===== config.mk =====
export PLATFORM = sky130hd
export DESIGN_NAME = lc3_decode
export DESIGN_NICKNAME = d
export VERILOG_FILES = /design/src/rtl/lc3_decode_pkg.sv /design/src/rtl/lc3_decode_ctrl.sv /design/src/rtl/lc3_decode.sv
export SDC_FILE = /design/constraint.sdc
export NUM_CORES = 1
export LEC_CHECK = 0
export BUFFER_PORTS_ARGS = -buffer_cell sky130_fd_sc_hd__buf_4
export CAP_MARGIN = 20
export CORE_MARGIN = 2
export CORE_UTILIZATION = 35
export DETAILED_ROUTE_END_ITERATION = 12
export GPL_TIMING_DRIVEN = 0
export SETUP_SLACK_MARGIN = 0.2
export SYNTH_ARGS = -nofsm -noshare
export SYNTH_HDL_FRONTEND = slang
export SYNTH_SLANG_ARGS = --single-unit
export TNS_END_PERCENT = 50

===== constraint.sdc =====
create_clock -name clock -period 2.3 [get_ports clock]
set_input_delay 0.23 -clock clock [delete_from_list [all_inputs] [get_ports clock]]
set_output_delay 0.23 -clock clock [all_outputs]
set_load 0.02 [all_outputs]

===== src/rtl/lc3_decode_pkg.sv =====
// Shared LC-3 decode definitions: opcode enum, E_control field layout and
// pcselect1 / W_Control encodings, used by the decoder RTL and its bench.
`default_nettype none

package lc3_decode_pkg;

  typedef enum logic [3:0] {
    OP_BR   = 4'h0,
    OP_ADD  = 4'h1,
    OP_LD   = 4'h2,
    OP_ST   = 4'h3,
    OP_JSR  = 4'h4,
    OP_AND  = 4'h5,
    OP_LDR  = 4'h6,
    OP_STR  = 4'h7,
    OP_RTI  = 4'h8,
    OP_NOT  = 4'h9,
    OP_LDI  = 4'hA,
    OP_STI  = 4'hB,
    OP_JMP  = 4'hC,
    OP_RSV  = 4'hD,
    OP_LEA  = 4'hE,
    OP_TRAP = 4'hF
  } opcode_e;

  localparam int unsigned EC_WIDTH      = 6;
  localparam int unsigned EC_ALU_LSB    = 4;
  localparam int unsigned EC_PCSEL1_LSB = 2;
  localparam int unsigned EC_PCSEL2_BIT = 1;
  localparam int unsigned EC_OP2_BIT    = 0;

  localparam logic [1:0] ALU_ADD = 2'b00;
  localparam logic [1:0] ALU_AND = 2'b01;
  localparam logic [1:0] ALU_NOT = 2'b10;

  localparam logic [1:0] PCSEL1_NONE = 2'b00;
  localparam logic [1:0] PCSEL1_OFF9 = 2'b01;
  localparam logic [1:0] PCSEL1_OFF6 = 2'b10;
  localparam logic [1:0] PCSEL1_ZERO = 2'b11;

  localparam logic [1:0] WSEL_ALU = 2'b00;
  localparam logic [1:0] WSEL_MEM = 2'b01;
  localparam logic [1:0] WSEL_PC  = 2'b10;

  function automatic logic [EC_WIDTH-1:0] pack_e_control(
    input logic [1:0] alu,
    input logic [1:0] pcsel1,
    input logic       pcsel2,
    input logic       op2sel
  );
    logic [EC_WIDTH-1:0] e;
    e = '0;
    e[EC_ALU_LSB +: 2]    = alu;
    e[EC_PCSEL1_LSB +: 2] = pcsel1;
    e[EC_PCSEL2_BIT]      = pcsel2;
    e[EC_OP2_BIT]         = op2sel;
    return e;
  endfunction

endpackage

`default_nettype wire


===== src/rtl/lc3_decode_ctrl.sv =====
// Combinational opcode-to-control lookup for the LC-3 decode stage.
`default_nettype none

module lc3_decode_ctrl
  import lc3_decode_pkg::*;
(
  input  logic [3:0]          opcode_i,
  input  logic                imm_sel_i,
  output logic [EC_WIDTH-1:0] e_control_o,
  output logic                mem_control_o,
  output logic [1:0]          w_control_o
);

  opcode_e    op;
  logic [1:0] alu;
  logic [1:0] pcsel1;
  logic       pcsel2;
  logic       op2sel;

  assign op = opcode_e'(opcode_i);

  // Unsupported opcodes fall through to the all-zero defaults (NOP).
  always_comb begin
    alu           = ALU_ADD;
    pcsel1        = PCSEL1_NONE;
    pcsel2        = 1'b0;
    op2sel        = 1'b0;
    mem_control_o = 1'b0;
    w_control_o   = WSEL_ALU;
    case (op)
      OP_ADD: op2sel = ~imm_sel_i;
      OP_AND: begin
        alu    = ALU_AND;
        op2sel = ~imm_sel_i;
      end
      OP_NOT: begin
        alu    = ALU_NOT;
        op2sel = 1'b1;
      end
      OP_BR, OP_ST: begin
        pcsel1 = PCSEL1_OFF9;
        pcsel2 = 1'b1;
      end
      OP_LD: begin
        pcsel1      = PCSEL1_OFF9;
        pcsel2      = 1'b1;
        w_control_o = WSEL_MEM;
      end
      OP_LDI: begin
        pcsel1        = PCSEL1_OFF9;
        pcsel2        = 1'b1;
        mem_control_o = 1'b1;
        w_control_o   = WSEL_MEM;
      end
      OP_STI: begin
        pcsel1        = PCSEL1_OFF9;
        pcsel2        = 1'b1;
        mem_control_o = 1'b1;
      end
      OP_LEA: begin
        pcsel1      = PCSEL1_OFF9;
        pcsel2      = 1'b1;
        w_control_o = WSEL_PC;
      end
      OP_LDR: begin
        pcsel1      = PCSEL1_OFF6;
        w_control_o = WSEL_MEM;
      end
      OP_STR: pcsel1 = PCSEL1_OFF6;
      OP_JMP: pcsel1 = PCSEL1_ZERO;
      default: ;
    endcase
    e_control_o = pack_e_control(alu, pcsel1, pcsel2, op2sel);
  end

endmodule

`default_nettype wire


===== src/rtl/lc3_decode.sv =====
// LC-3 decode stage: registers the instruction, NPC and decoded control
// fields on enabled clock edges; asynchronous active-low reset.
`default_nettype none

module lc3_decode
  import lc3_decode_pkg::*;
(
  input  logic                clock,
  input  logic                reset,
  input  logic                enable_decode,
  input  logic [15:0]         instr_dout,
  input  logic [15:0]         npc_in,
  output logic [15:0]         IR,
  output logic [EC_WIDTH-1:0] E_control,
  output logic [15:0]         npc_out,
  output logic                Mem_Control,
  output logic [1:0]          W_Control
);

  logic [EC_WIDTH-1:0] ctrl_e;
  logic                ctrl_mem;
  logic [1:0]          ctrl_w;

  logic [15:0]         ir_d, ir_q;
  logic [EC_WIDTH-1:0] e_d, e_q;
  logic [15:0]         npc_d, npc_q;
  logic                mem_d, mem_q;
  logic [1:0]          w_d, w_q;

  lc3_decode_ctrl u_ctrl (
    .opcode_i      (instr_dout[15:12]),
    .imm_sel_i     (instr_dout[5]),
    .e_control_o   (ctrl_e),
    .mem_control_o (ctrl_mem),
    .w_control_o   (ctrl_w)
  );

  always_comb begin
    ir_d  = ir_q;
    e_d   = e_q;
    npc_d = npc_q;
    mem_d = mem_q;
    w_d   = w_q;
    if (enable_decode) begin
      ir_d  = instr_dout;
      e_d   = ctrl_e;
      npc_d = npc_in;
      mem_d = ctrl_mem;
      w_d   = ctrl_w;
    end
  end

  always_ff @(posedge clock or negedge reset) begin
    if (!reset) begin
      ir_q  <= '0;
      e_q   <= '0;
      npc_q <= '0;
      mem_q <= 1'b0;
      w_q   <= '0;
    end else begin
      ir_q  <= ir_d;
      e_q   <= e_d;
      npc_q <= npc_d;
      mem_q <= mem_d;
      w_q   <= w_d;
    end
  end

  assign IR          = ir_q;
  assign E_control   = e_q;
  assign npc_out     = npc_q;
  assign Mem_Control = mem_q;
  assign W_Control   = w_q;

endmodule

`default_nettype wire

# --- Yosys cells after proc, flatten, opt, wreduce, memory -nomap -nowiden ---
# Index checks and enable logic that the tools add are counted.
classes:
  eq_ne: 11
  add_sub_neg: 0
  div_mod_pow: 0
  n_shift: 0
  bitwise_logic: 1
  magnitude_cmp: 0
  n_reduce_logical: 6
  muxes: 6
  n_mul: 0
ops:
  columns: ["op", "count"]
  rows:
  - ["equality test 4 bit, second input constant", 5]
  - ["equality test 4 x 3 -> 1 bit, second input constant", 3]
  - ["equality test 4 x 2 -> 1 bit, second input constant", 2]
  - ["case mux 2 bit (2 select lines)", 2]
  - ["case mux 2 bit (3 select lines)", 1]
  - ["OR reduction 2 bit", 3]
  - ["OR reduction 6 bit", 1]
  - ["equality test 4 x 1 -> 1 bit, second input constant", 1]
  - ["logical NOT 4 bit", 1]
  - ["OR reduction 3 bit", 1]
  - ["2-to-1 mux 1 bit", 2]
  - ["case mux 1 bit (2 select lines)", 1]
  - ["inverter 1 bit", 1]
totals:
  ram_bits: 0
  rom_bits: 0
  word_cells: 29
  latch_bits: 0
  register_bits: 41
  output_inout_bits: 41
  memories: 0
  inputBits: 35

# --- Logic depth before layout (Yosys ltp) ---
# Gate-level depths: netlist (run 1).
logic_depth:
  ltp_word: 3
  mapped_depth: 4
  depth_no_buf: 3

# --- Hierarchy ---
# Synthesis (run 1) repeated with hierarchy kept, for this count alone.
hier_totals:
  hier_cells: 108
  area_unflattened_um2: 1861.8
by_module_without_submodules:
  columns: ["mod", "area_each_um2", "instances", "seq_area_each_um2", "cells_each"]
  rows:
  - ["lc3_decode", 1729.2, 1, 1026.0, 87]
  - ["lc3_decode_ctrl", 132.6, 1, 0.0, 21]

# --- Least setup slack after synthesis (run 1) ---
# OpenSTA, ideal clock, no wires.
synth_timing:
  kind: "register -> register"
  startpoint: "register E_control[4] (netlist name)"
  endpoint: "register e_q[4], in the netlist E_control[4]"
  n_path_buf: 0
  synth_period_minus_slack_ns: 0.884
  stages_incl_launch_ff: 3
  setup_time_ns: 0.120
  arrival_ns: 0.763
  setup_slack_ns: 1.416
  cell_sequence: "dfrtp_1 > nor2b_1 > a41o_1"
synth_rtl:
  columns: ["item", "line_no", "rtl"]
  rows:
  - ["to (signal assigned)", "lc3_decode.sv:56", "e_q <= '0;"]
  - ["to (signal assigned)", "lc3_decode.sv:62", "e_q <= e_d;"]
  - ["to (decl)", "lc3_decode.sv:25", "logic [EC_WIDTH-1:0] e_d, e_q;"]

# --- Worst setup path in the final report (run 1) ---
layout_timing:
  startpoint: "register w_q[1], in the netlist W_Control[1]"
  endpoint: "output port W_Control[1]"
layout_rtl:
  columns: ["item", "line_no", "rtl"]
  rows:
  - ["from (decl)", "lc3_decode.sv:28", "logic [1:0] w_d, w_q;"]
  - ["from (signal assigned)", "lc3_decode.sv:65", "w_q <= w_d;"]
  - ["to (decl)", "lc3_decode.sv:17", "output logic [1:0] W_Control"]
# No word-level cell between the ends.

==> results of run 1 <==
==> state kept, by name (all words and copies together), names as in the netlist <==
name and count:
IR 16, npc_out 16, E_control 6, W_Control 2, Mem_Control 1
==> metrics by stage <==
stage	cell area, sq um	util [%]	hold WS, ns
floorplan	1620	-	-0.0656
global placement	2240	50.9	0.234
detailed placement	2240	50.9	0.246
CTS	2360	53.4	0.161
global route	2360	53.4	0.153
finish	2360	53.4	0.178
==> routing by layer <==
layer / global-route usage [%] / up-vias
li1: - / 561
met1: 17.0 / 599
met2: 26.8 / 50
met3: 5.83 / 2
met4: 5.66 / 0
met5: 0 / -
==> worst paths after layout <==
check | startpoint | slack [ns] | endpoint
min in group asynchronous | reset | 0.46 | E_control[5]
hold / removal | npc_in[13] | 0.18 | npc_out[13]
hold reg to reg | npc_out[10] | 0.51 | npc_out[10]
setup / recovery | W_Control[1] | 1.22 | W_Control[1]
max in group asynchronous | reset | 1.48 | npc_out[2]
setup reg to reg | E_control[4] | 1.49 | E_control[4]
==> placed cells by master, fill, tap and decap left out, types with 2 or more instances in the layout <==
master / n
a21oi_1: 2
buf_4: 78
clkbuf_8: 5
dfrtp_1: 41
inv_1: 10
mux2_2: 30
nand2_1: 4
nor2_1: 3
nor2b_1: 2
o21ai_0: 6
==> final cells by class <==
type	count	area, sq um	share of cell area (%)
flip-flops and latches	41	1030	43.5
repair buffers	75	566	24.0
multi-input cells	59	514	21.8
clock buffers	5	68.8	2.92
well taps	52	65.1	2.76
plain buffers	6	46.3	1.96
inverters	10	37.5	1.59
clock inverters	2	35.0	1.49
==> cell families after synthesis <==
| family | Yosys count | share of synthesized area (%) |
|---|---|---|
| AO/OA/AOI/OAI | 15 | 6.32 |
| buffers and inverters | 16 | 5.16 |
| flip-flops | 41 | 63.2 |
| multiplexers | 30 | 20.8 |
| AND/OR/NAND/NOR | 14 | 4.55 |
==> report_power, final <==
group / total (uW) / leakage [uW] / switching (uW) / internal [uW]
combinational: 364 / 0.000600 / 181 / 183
sequential: 824 / 0.000493 / 36.6 / 787
clock: 540 / 0.0000540 / 225 / 315
total: 1730 / 0.00115 / 442 / 1290
==> flow_metrics.py, run 1 <==
metrics = {
    "yosys": {
        "synth-edff-count": 0,
        "synth-main-ff-cell": "dfrtp_1",
        "synth.distinct_cells": 23,
        "synthArstFlopShare_pct": 100,
        "yosysTopAreaCellShare_pct": 63.2,
        "netlist_area_sq_um": 1620,
        "synth_most_common_cell": "dfrtp_1",
        "synthTopCellsByArea": "dfrtp_1 (63%), mux2_2 (21%), inv_1 (2.3%)",
        "yosysSeqAreaShare_pct": 63.2,
        "netlist_instances": 116,
        "synth_common_cells": "dfrtp_1 (41), mux2_2 (30), inv_1 (10)",
        "syn_avg_cell_area_sq_um": 14.0,
        "yosys.area.top_type": "dfrtp_1",
        "synth-seq-cells": 41,
        "yosysWarnings": 0,
        "synth_nets": 151,
    },
    "route": {
        "antenna_left": 0,
        "wl_met3_um": 312,
        "met1_length_um": 1430,
        "drt_iter0_markers": 54,
        "num_vias": 1212,
        "drtPass1Iterations": 4,
        "highest_layer": "met4",
        "routed_via_density": 4.85,
        "route.met2.wl_um": 1900,
        "postRouteWirelength_um": 3660,
        "avgRoutedWirePerCell_um": 14.7,
        "drc": 0,
    },
    "place": {
        "io_buffers": 74,
        "dp_hpwl_um": 2730,
        "preCtsSetupSlack_ns": 1.26,
        "place_congestion": 0.742,
        "dp_cells": 242,
    },
    "timing": {
        "layout_setup_ws_ns": 1.22,
        "fmax_mhz": 928,
        "slew_headroom_pct": 65.8,
        "worst_pin_slew_ns": 0.513,
        "setup_tns_ns": 0,
        "finalMaxSlewViolations": 0,
        "hold_violations": 0,
        "min_period_over_period_pct": 46.9,
        "rsz0062_at_grt": "false",
        "post-route-min-period_ns": 1.08,
        "setup_viol": 0,
        "skew_ns": 0,
    },
    "pwr": {
        "leakagePower_uw": 0.00115,
        "power_uw": 1730,
        "power.density_nw_per_um2": 732,
        "ir_worst_vdd_mv": 0.400,
    },
    "global_route": {
        "grt_pass1_wl_um": 6090,
        "first_global_vias": 1318,
        "gr-total-overflow": 0,
        "grt_max_degree": 42,
        "antenna_found_initial": 0,
        "grt_usage_pct": 15.4,
    },
    "setup_path": {
        "path_delay_family": "flip-flops",
        "reg2reg_depth": 2,
        "crit_slowest_cell": "dfrtp_1",
        "arrival_ns": 0.85,
        "crit_path_start_kind": "register",
        "worstPathRequired_ns": 2.07,
        "crit_type": "register to primary output",
        "cpPeakStageDelay_ns": 0.40,
        "cp_cell_sequence": "buf_4",
        "critPathBufInv": 1,
        "crit_fanout": 2,
        "endpoint_kind": "primary output",
        "cp.depth": 1,
    },
    "clock_network": {
        "hold_buffers": 1,
        "clockRootBuffer": "clkbuf_8",
        "cts.path.max_buffers": 2,
        "clock-sinks": 41,
        "numCtsBuffers": 5,
        "clk_pin_slew_ns": 0.08,
        "cts_resized": 0,
        "cts_tree": "yes",
        "htree_levels": 2,
        "post-cts-setup-buffers": 0,
        "clk-insertion-delay-late_ns": 0.28,
    },
    "floorplan": {
        "die_y_um": 72.1,
        "die_w_um": 72.1,
        "ioPinCount": 76,
        "fp.dieArea_sq_um": 5200,
        "core_area_sq_um": 4410,
        "rows": 24,
        "start_util_pct": 36.8,
    },
    "cells_and_area": {
        "antennaDiodeCount": 0,
        "drive_gt1_share_pct": 59.6,
        "layout.cells.non_filler": 250,
        "nNetsFinal": 233,
        "final.fill_count": 381,
        "area_growth_pct": 45.2,
    },
    "outcome": {
        "status": "finished clean",
    },
    "flow_run": {
        "drv_cap": 0,
    },
    "min_path": {
        "min_path_cells": 2,
        "hold_class": "primary input to register",
    },
}
Power figures use the tool's default switching activity.
==> run 2: changes to the inputs <==
- ABC_AREA: default -> 1
- PLACE_DENSITY: default -> 0.65
- clock period: 2.3 -> 0.9 ns (I/O delays scaled with it)
==> flow_metrics.py, run 2 <==
metrics = {
    "clock_network": {
        "cts_tree": "yes",
        "hold_buffers": 27,
        "cts.path.max_buffers": 2,
        "clk-insertion-delay-late_ns": 0.29,
        "clk_pin_slew_ns": 0.08,
        "clockRootBuffer": "clkbuf_8",
        "htree_levels": 2,
        "numCtsBuffers": 5,
        "clock-sinks": 41,
    },
    "route": {
        "met1_length_um": 1900,
        "num_vias": 1583,
        "drtPass1Iterations": 4,
        "highest_layer": "met4",
        "drc": 0,
        "routed_via_density": 4.41,
        "wl_met3_um": 237,
        "antenna_left": 0,
        "route.met2.wl_um": 2290,
        "postRouteWirelength_um": 4440,
        "drt_iter0_markers": 44,
        "avgRoutedWirePerCell_um": 12.4,
    },
    "place": {
        "dp_hpwl_um": 2690,
        "place_congestion": 0.804,
        "dp_cells": 313,
        "preCtsSetupSlack_ns": 0.0313,
        "io_buffers": 75,
    },
    "setup_path": {
        "worstPathRequired_ns": 0.81,
        "crit_slowest_cell": "dfrtp_1",
        "endpoint_kind": "primary output",
        "crit_fanout": 2,
        "cpPeakStageDelay_ns": 0.42,
        "cp_cell_sequence": "buf_6",
        "arrival_ns": 0.85,
        "crit_path_start_kind": "register",
        "path_delay_family": "flip-flops",
        "crit_type": "register to primary output",
        "critPathBufInv": 1,
    },
    "min_path": {
        "hold_class": "primary input to async pin",
    },
    "cells_and_area": {
        "nNetsFinal": 341,
        "antennaDiodeCount": 0,
        "area_growth_pct": 80.3,
        "final_common_cell": "nand2_1",
        "drive_gt1_share_pct": 38.4,
        "final_cell_mix": "nand2_1 (94), buf_4 (48), buf_6 (41)",
        "final.fill_count": 378,
        "layout.cells.non_filler": 359,
    },
    "floorplan": {
        "core_area_sq_um": 4380,
        "die_w_um": 71.9,
        "ioPinCount": 76,
        "fp.dieArea_sq_um": 5170,
        "start_util_pct": 36.8,
        "die_y_um": 71.9,
        "rows": 24,
    },
    "yosys": {
        "synth_nets": 221,
        "syn_avg_cell_area_sq_um": 8.67,
        "synth_most_common_cell": "nand2_1",
        "yosys.area.top_type": "dfrtp_1",
        "netlist_area_sq_um": 1610,
        "yosysTopAreaCellShare_pct": 63.6,
        "synth-edff-count": 0,
        "yosysWarnings": 0,
        "netlist_instances": 186,
        "synthArstFlopShare_pct": 100,
        "yosysSeqAreaShare_pct": 63.6,
        "synth.distinct_cells": 14,
        "synth-seq-cells": 41,
        "synth-main-ff-cell": "dfrtp_1",
        "synth_common_cells": "nand2_1 (102), dfrtp_1 (41), nor2_1 (14)",
        "synthTopCellsByArea": "dfrtp_1 (64%), nand2_1 (24%), nor2_1 (3.3%)",
    },
    "global_route": {
        "first_global_vias": 1590,
        "grt_usage_pct": 18.0,
        "antenna_found_initial": 0,
        "grt_pass1_wl_um": 7200,
        "grt_max_degree": 42,
        "gr-total-overflow": 0,
    },
    "pwr": {
        "ir_worst_vdd_mv": 1.11,
        "power.density_nw_per_um2": 1660,
        "leakagePower_uw": 0.00156,
    },
    "timing": {
        "rsz0062_at_grt": "true",
        "min_period_over_period_pct": 105,
        "worst_pin_slew_ns": 0.531,
        "finalMaxSlewViolations": 0,
        "setup_viol": 41,
        "post-route-min-period_ns": 0.942,
        "timing.hold.ws_ns": -0.229,
        "skew_ns": 0,
        "fmax_mhz": 1060,
        "layout_setup_ws_ns": -0.0418,
        "hold_violations": 41,
        "slew_headroom_pct": 64.6,
    },
    "outcome": {
        "violations": "hold timing, setup timing",
        "status": "complete, but fails checks",
    },
    "flow_run": {
        "drv_cap": 0,
    },
}
==> run 2: cell types whose count changed after synthesis, moves of 2 or more <==
| cell | previous run | this run |
|---|---|---|
| nor2_1 | 3 | 14 |
| mux2_2 | 30 | 0 |
| nand2_2 | 0 | 2 |
| inv_2 | 0 | 2 |
| inv_1 | 10 | 5 |
| buf_2 | 1 | 5 |
| nand2_1 | 4 | 102 |
| nor2b_1 | 2 | 0 |
==> run 2: per-layer routing <==
| layer | global-route usage [%] | vias up |
|---|---|---|
| met3 | 5.20 | 4 |
| li1 | - | 803 |
| met2 | 31.1 | 48 |
| met1 | 21.8 | 728 |
| met5 | 0 | - |
| met4 | 5.03 | 0 |
==> run 2: where the power goes <==
| part | internal [uW] | switching, uW |
|---|---|---|
| registers | 2000 | 117 |
| clock network | 902 | 644 |
| logic | 618 | 543 |
| total | 3520 | 1300 |
==> run 2: path summary, 6_finish.rpt <==
path / from / end / slack (ns) / cells after the start
setup / recovery: E_control[3] / E_control[3] / -0.04 / 1
hold / removal: reset / npc_out[8] / -0.23 / 1
setup reg to reg: npc_out[14] / npc_out[14] / 0.03 / 4
hold reg to reg: IR[7] / IR[7] / 0.49 / 2
max in group asynchronous: reset / IR[13] / 0.74 / 1
min in group clock: instr_dout[14] / Mem_Control / 0.03 / 2
==> run 2: area by class of cell <==
type,instances,area (sq um),area share [%]
sequential,41,1030,35.4
multi-input combinational,130,546,18.8
clock buffer,6,82.6,2.84
timing repair buffer,113,1070,37.0
clock inverter,2,37.5,1.29
buffer,8,47.5,1.64
tap,52,65.1,2.24
inverter,7,26.3,0.904
==> run 2: metrics by stage <==
step	cell area, sq um	util, %	power (uW)	hold slack [ns]	setup TNS, ns
6_report	2910	66.3	4820	-0.229	-0.621
5_1_grt	2910	66.3	5070	-0.197	-2.05
4_1_cts	2810	64.1	4820	-0.215	-1.17
3_5_place_dp	2240	51.2	3010	0.109	0
3_3_place_gp	2240	51.2	3000	0.104	0
2_1_floorplan	1620	-	2530	-0.206	0
==> run 2: logic make-up (layout without fill, tap and decap cells) <==
| family | after synthesis | count (layout) | synth area share, % |
|---|---|---|---|
| buffers and inverters | 15 | 136 | 4.58 |
| DFF | 41 | 41 | 63.6 |
| and+or+nand+nor | 121 | 121 | 28.8 |
| AOI/OAI and AO/OA | 9 | 9 | 3.03 |
==> run 2: timing repair <==
| action | 4_1_cts | 5_1_grt |
|---|---|---|
| endpoints found under the setup margin | 41 | 53 |
| hold endpoints to repair | 68 | 41 |
| resized for setup | 42 | 16 |
| setup buffers | 3 | 8 |
| pin swaps | 1 | 5 |
==> run 3: changes to the inputs <==
- PLACE_DENSITY: 0.65 -> default
- clock period: 0.9 -> 1.1 ns (I/O delays scaled with it)
==> flow_metrics.py, run 3 (synthesized netlist as in run 2, its figures left out) <==
metrics = {
    "outcome": {
        "status": "finished clean",
    },
    "setup_path": {
        "reg2reg_depth": 3,
        "crit_path_start_kind": "register",
        "timing.rr.start": "Mem_Control",
        "crit_fanout": 2,
        "critPathLaunch": "E_control[3]",
        "path_delay_family": "flip-flops",
        "crit_type": "register to primary output",
        "endpoint_kind": "primary output",
        "worstPathRequired_ns": 0.99,
        "timing.rr.end": "Mem_Control",
        "critPathBufInv": 1,
        "regToRegSetupSlack_ns": 0.35,
        "crit_slowest_cell": "dfrtp_1",
        "cpPeakStageDelay_ns": 0.41,
        "arrival_ns": 0.83,
        "cp_cell_sequence": "buf_6",
    },
    "pwr": {
        "switching_power_uw": 978,
        "ir_worst_vdd_mv": 0.723,
        "pwr-share-comb_pct": 22.2,
        "p_int_uw": 2710,
        "leakagePower_uw": 0.00141,
        "p_clk_share_pct": 31.0,
        "seqPwrFrac_pct": 46.8,
        "power.density_nw_per_um2": 1450,
        "switching_share_pct": 26.5,
    },
    "min_path": {
        "min_to": "IR[6]",
        "hold_class": "primary input to register",
        "worstHoldStart": "instr_dout[6]",
        "min_path_cells": 3,
    },
    "floorplan": {
        "ioPinCount": 76,
        "rows": 24,
        "core_area_sq_um": 4380,
        "die_y_um": 71.9,
        "fp.dieArea_sq_um": 5170,
        "start_util_pct": 36.8,
        "die_w_um": 71.9,
    },
    "clock_network": {
        "htree_levels": 2,
        "cts_tree": "yes",
        "numCtsBuffers": 5,
        "clk_pin_slew_ns": 0.08,
        "clockRootBuffer": "clkbuf_8",
        "clock-sinks": 41,
        "clk-insertion-delay-late_ns": 0.28,
        "cts.path.max_buffers": 2,
    },
    "place": {
        "place_congestion": 0.780,
        "preCtsSetupSlack_ns": 0.182,
        "io_buffers": 75,
        "dpl-instance-area_sq_um": 2240,
        "dp_hpwl_um": 2690,
    },
    "timing": {
        "skew_ns": 0,
        "timing.hold.ws_ns": 0.0233,
        "min_period_over_period_pct": 85.7,
        "rsz0062_at_grt": "true",
        "setup_viol": 0,
        "layout_setup_ws_ns": 0.157,
        "fmax_mhz": 1060,
        "slew_headroom_pct": 66.3,
        "setup_tns_ns": 0,
        "hold_violations": 0,
        "post-route-min-period_ns": 0.943,
        "worst_pin_slew_ns": 0.505,
        "finalMaxSlewViolations": 0,
    },
    "cells_and_area": {
        "area_growth_pct": 57.2,
        "final.fill_count": 426,
        "final_util_pct": 57.8,
        "final_common_cell": "nand2_1",
        "antennaDiodeCount": 0,
        "drive_gt1_share_pct": 36.8,
        "nNetsFinal": 312,
        "final_cell_area_sq_um": 2530,
        "final_cell_mix": "nand2_1 (102), buf_4 (54), dfrtp_1 (41)",
    },
    "route": {
        "drtPass1Iterations": 4,
        "avgRoutedWirePerCell_um": 11.8,
        "antenna_left": 0,
        "postRouteWirelength_um": 3890,
        "num_vias": 1445,
        "drc": 0,
        "drt_iter0_markers": 95,
        "routed_via_density": 4.39,
    },
    "global_route": {
        "antenna_found_initial": 0,
        "gr-total-overflow": 0,
        "grt_max_degree": 42,
        "grt_usage_pct": 16.1,
        "first_global_vias": 1447,
        "grt_pass1_wl_um": 6510,
    },
    "flow_run": {
        "drv_cap": 0,
    },
}
## run 3: cell types whose count changed in the layout (fill, tap and decap cells not counted), sizes merged
cell	change
dlygate4sd3	-24
buf	-3
dlymetal6s4s	-2
clkbuf	-1
clkinv	+1
clkinvlp	-1
## run 3: per-stage QoR
| stage | power [uW] | instances |
|---|---|---|
| after floorplan | 2070 | 186 |
| after global placement | 2450 | 313 |
| after detailed placement | 2460 | 313 |
| after CTS | 3690 | 324 |
| after global routing | 3890 | 329 |
| final | 3680 | 329 |
## run 3: power by group through the flow
| stage | registers (uW) | logic (uW) | clock network [uW] |
|---|---|---|---|
| after floorplan | 1890 | 174 | 0 |
| after global routing | 1740 | 896 | 1250 |
| after detailed placement | 1730 | 726 | 0 |
| after global placement | 1730 | 721 | 0 |
| after CTS | 1720 | 786 | 1180 |
| final | 1720 | 817 | 1140 |
## run 3: what timing repair did
item,in CTS,in global routing
buffers inserted,3,5
hold buffers,1,0
resized for setup,20,12
endpoints found under the setup margin,41,41
endpoints found under the hold margin,41,0
## run 3: per-layer routing
| metal | global-route usage, % | part of all wire, % |
|---|---|---|
| met1 | 22.0 | 45 |
| met4 | 5.03 | 0 |
| met3 | 3.94 | 5.3 |
| met2 | 25.3 | 50 |
| met5 | 0 | 0 |
## run 3: area by class of cell
| class | instances | area (sq um) | share of cell area, % |
|---|---|---|---|
| buffer | 8 | 47.5 | 1.88 |
| sequential | 41 | 1030 | 40.5 |
| clock buffer | 5 | 68.8 | 2.71 |
| timing repair buffer | 84 | 753 | 29.7 |
| inverter | 7 | 26.3 | 1.04 |
| tap | 52 | 65.1 | 2.57 |
| clock inverter | 2 | 35.0 | 1.38 |
| multi-input combinational | 130 | 513 | 20.2 |
## run 3: how the worst max path moves through the flow
stage / slack [ns] / depth (start not counted) / end
after detailed placement: 0.18 / 6 / npc_out[12]
after floorplan: 0.40 / 2 / IR[13]
after CTS: 0.15 / 1 / E_control[3]
after global routing: 0.12 / 1 / E_control[2]
final: 0.16 / 1 / E_control[3]
after global placement: 0.19 / 6 / npc_out[8]
## run 3: tightest hold or removal path, stage by stage
cell	delay (ns)
buf_4	0.08
nand2_1	0.04
nand2_1	0.05
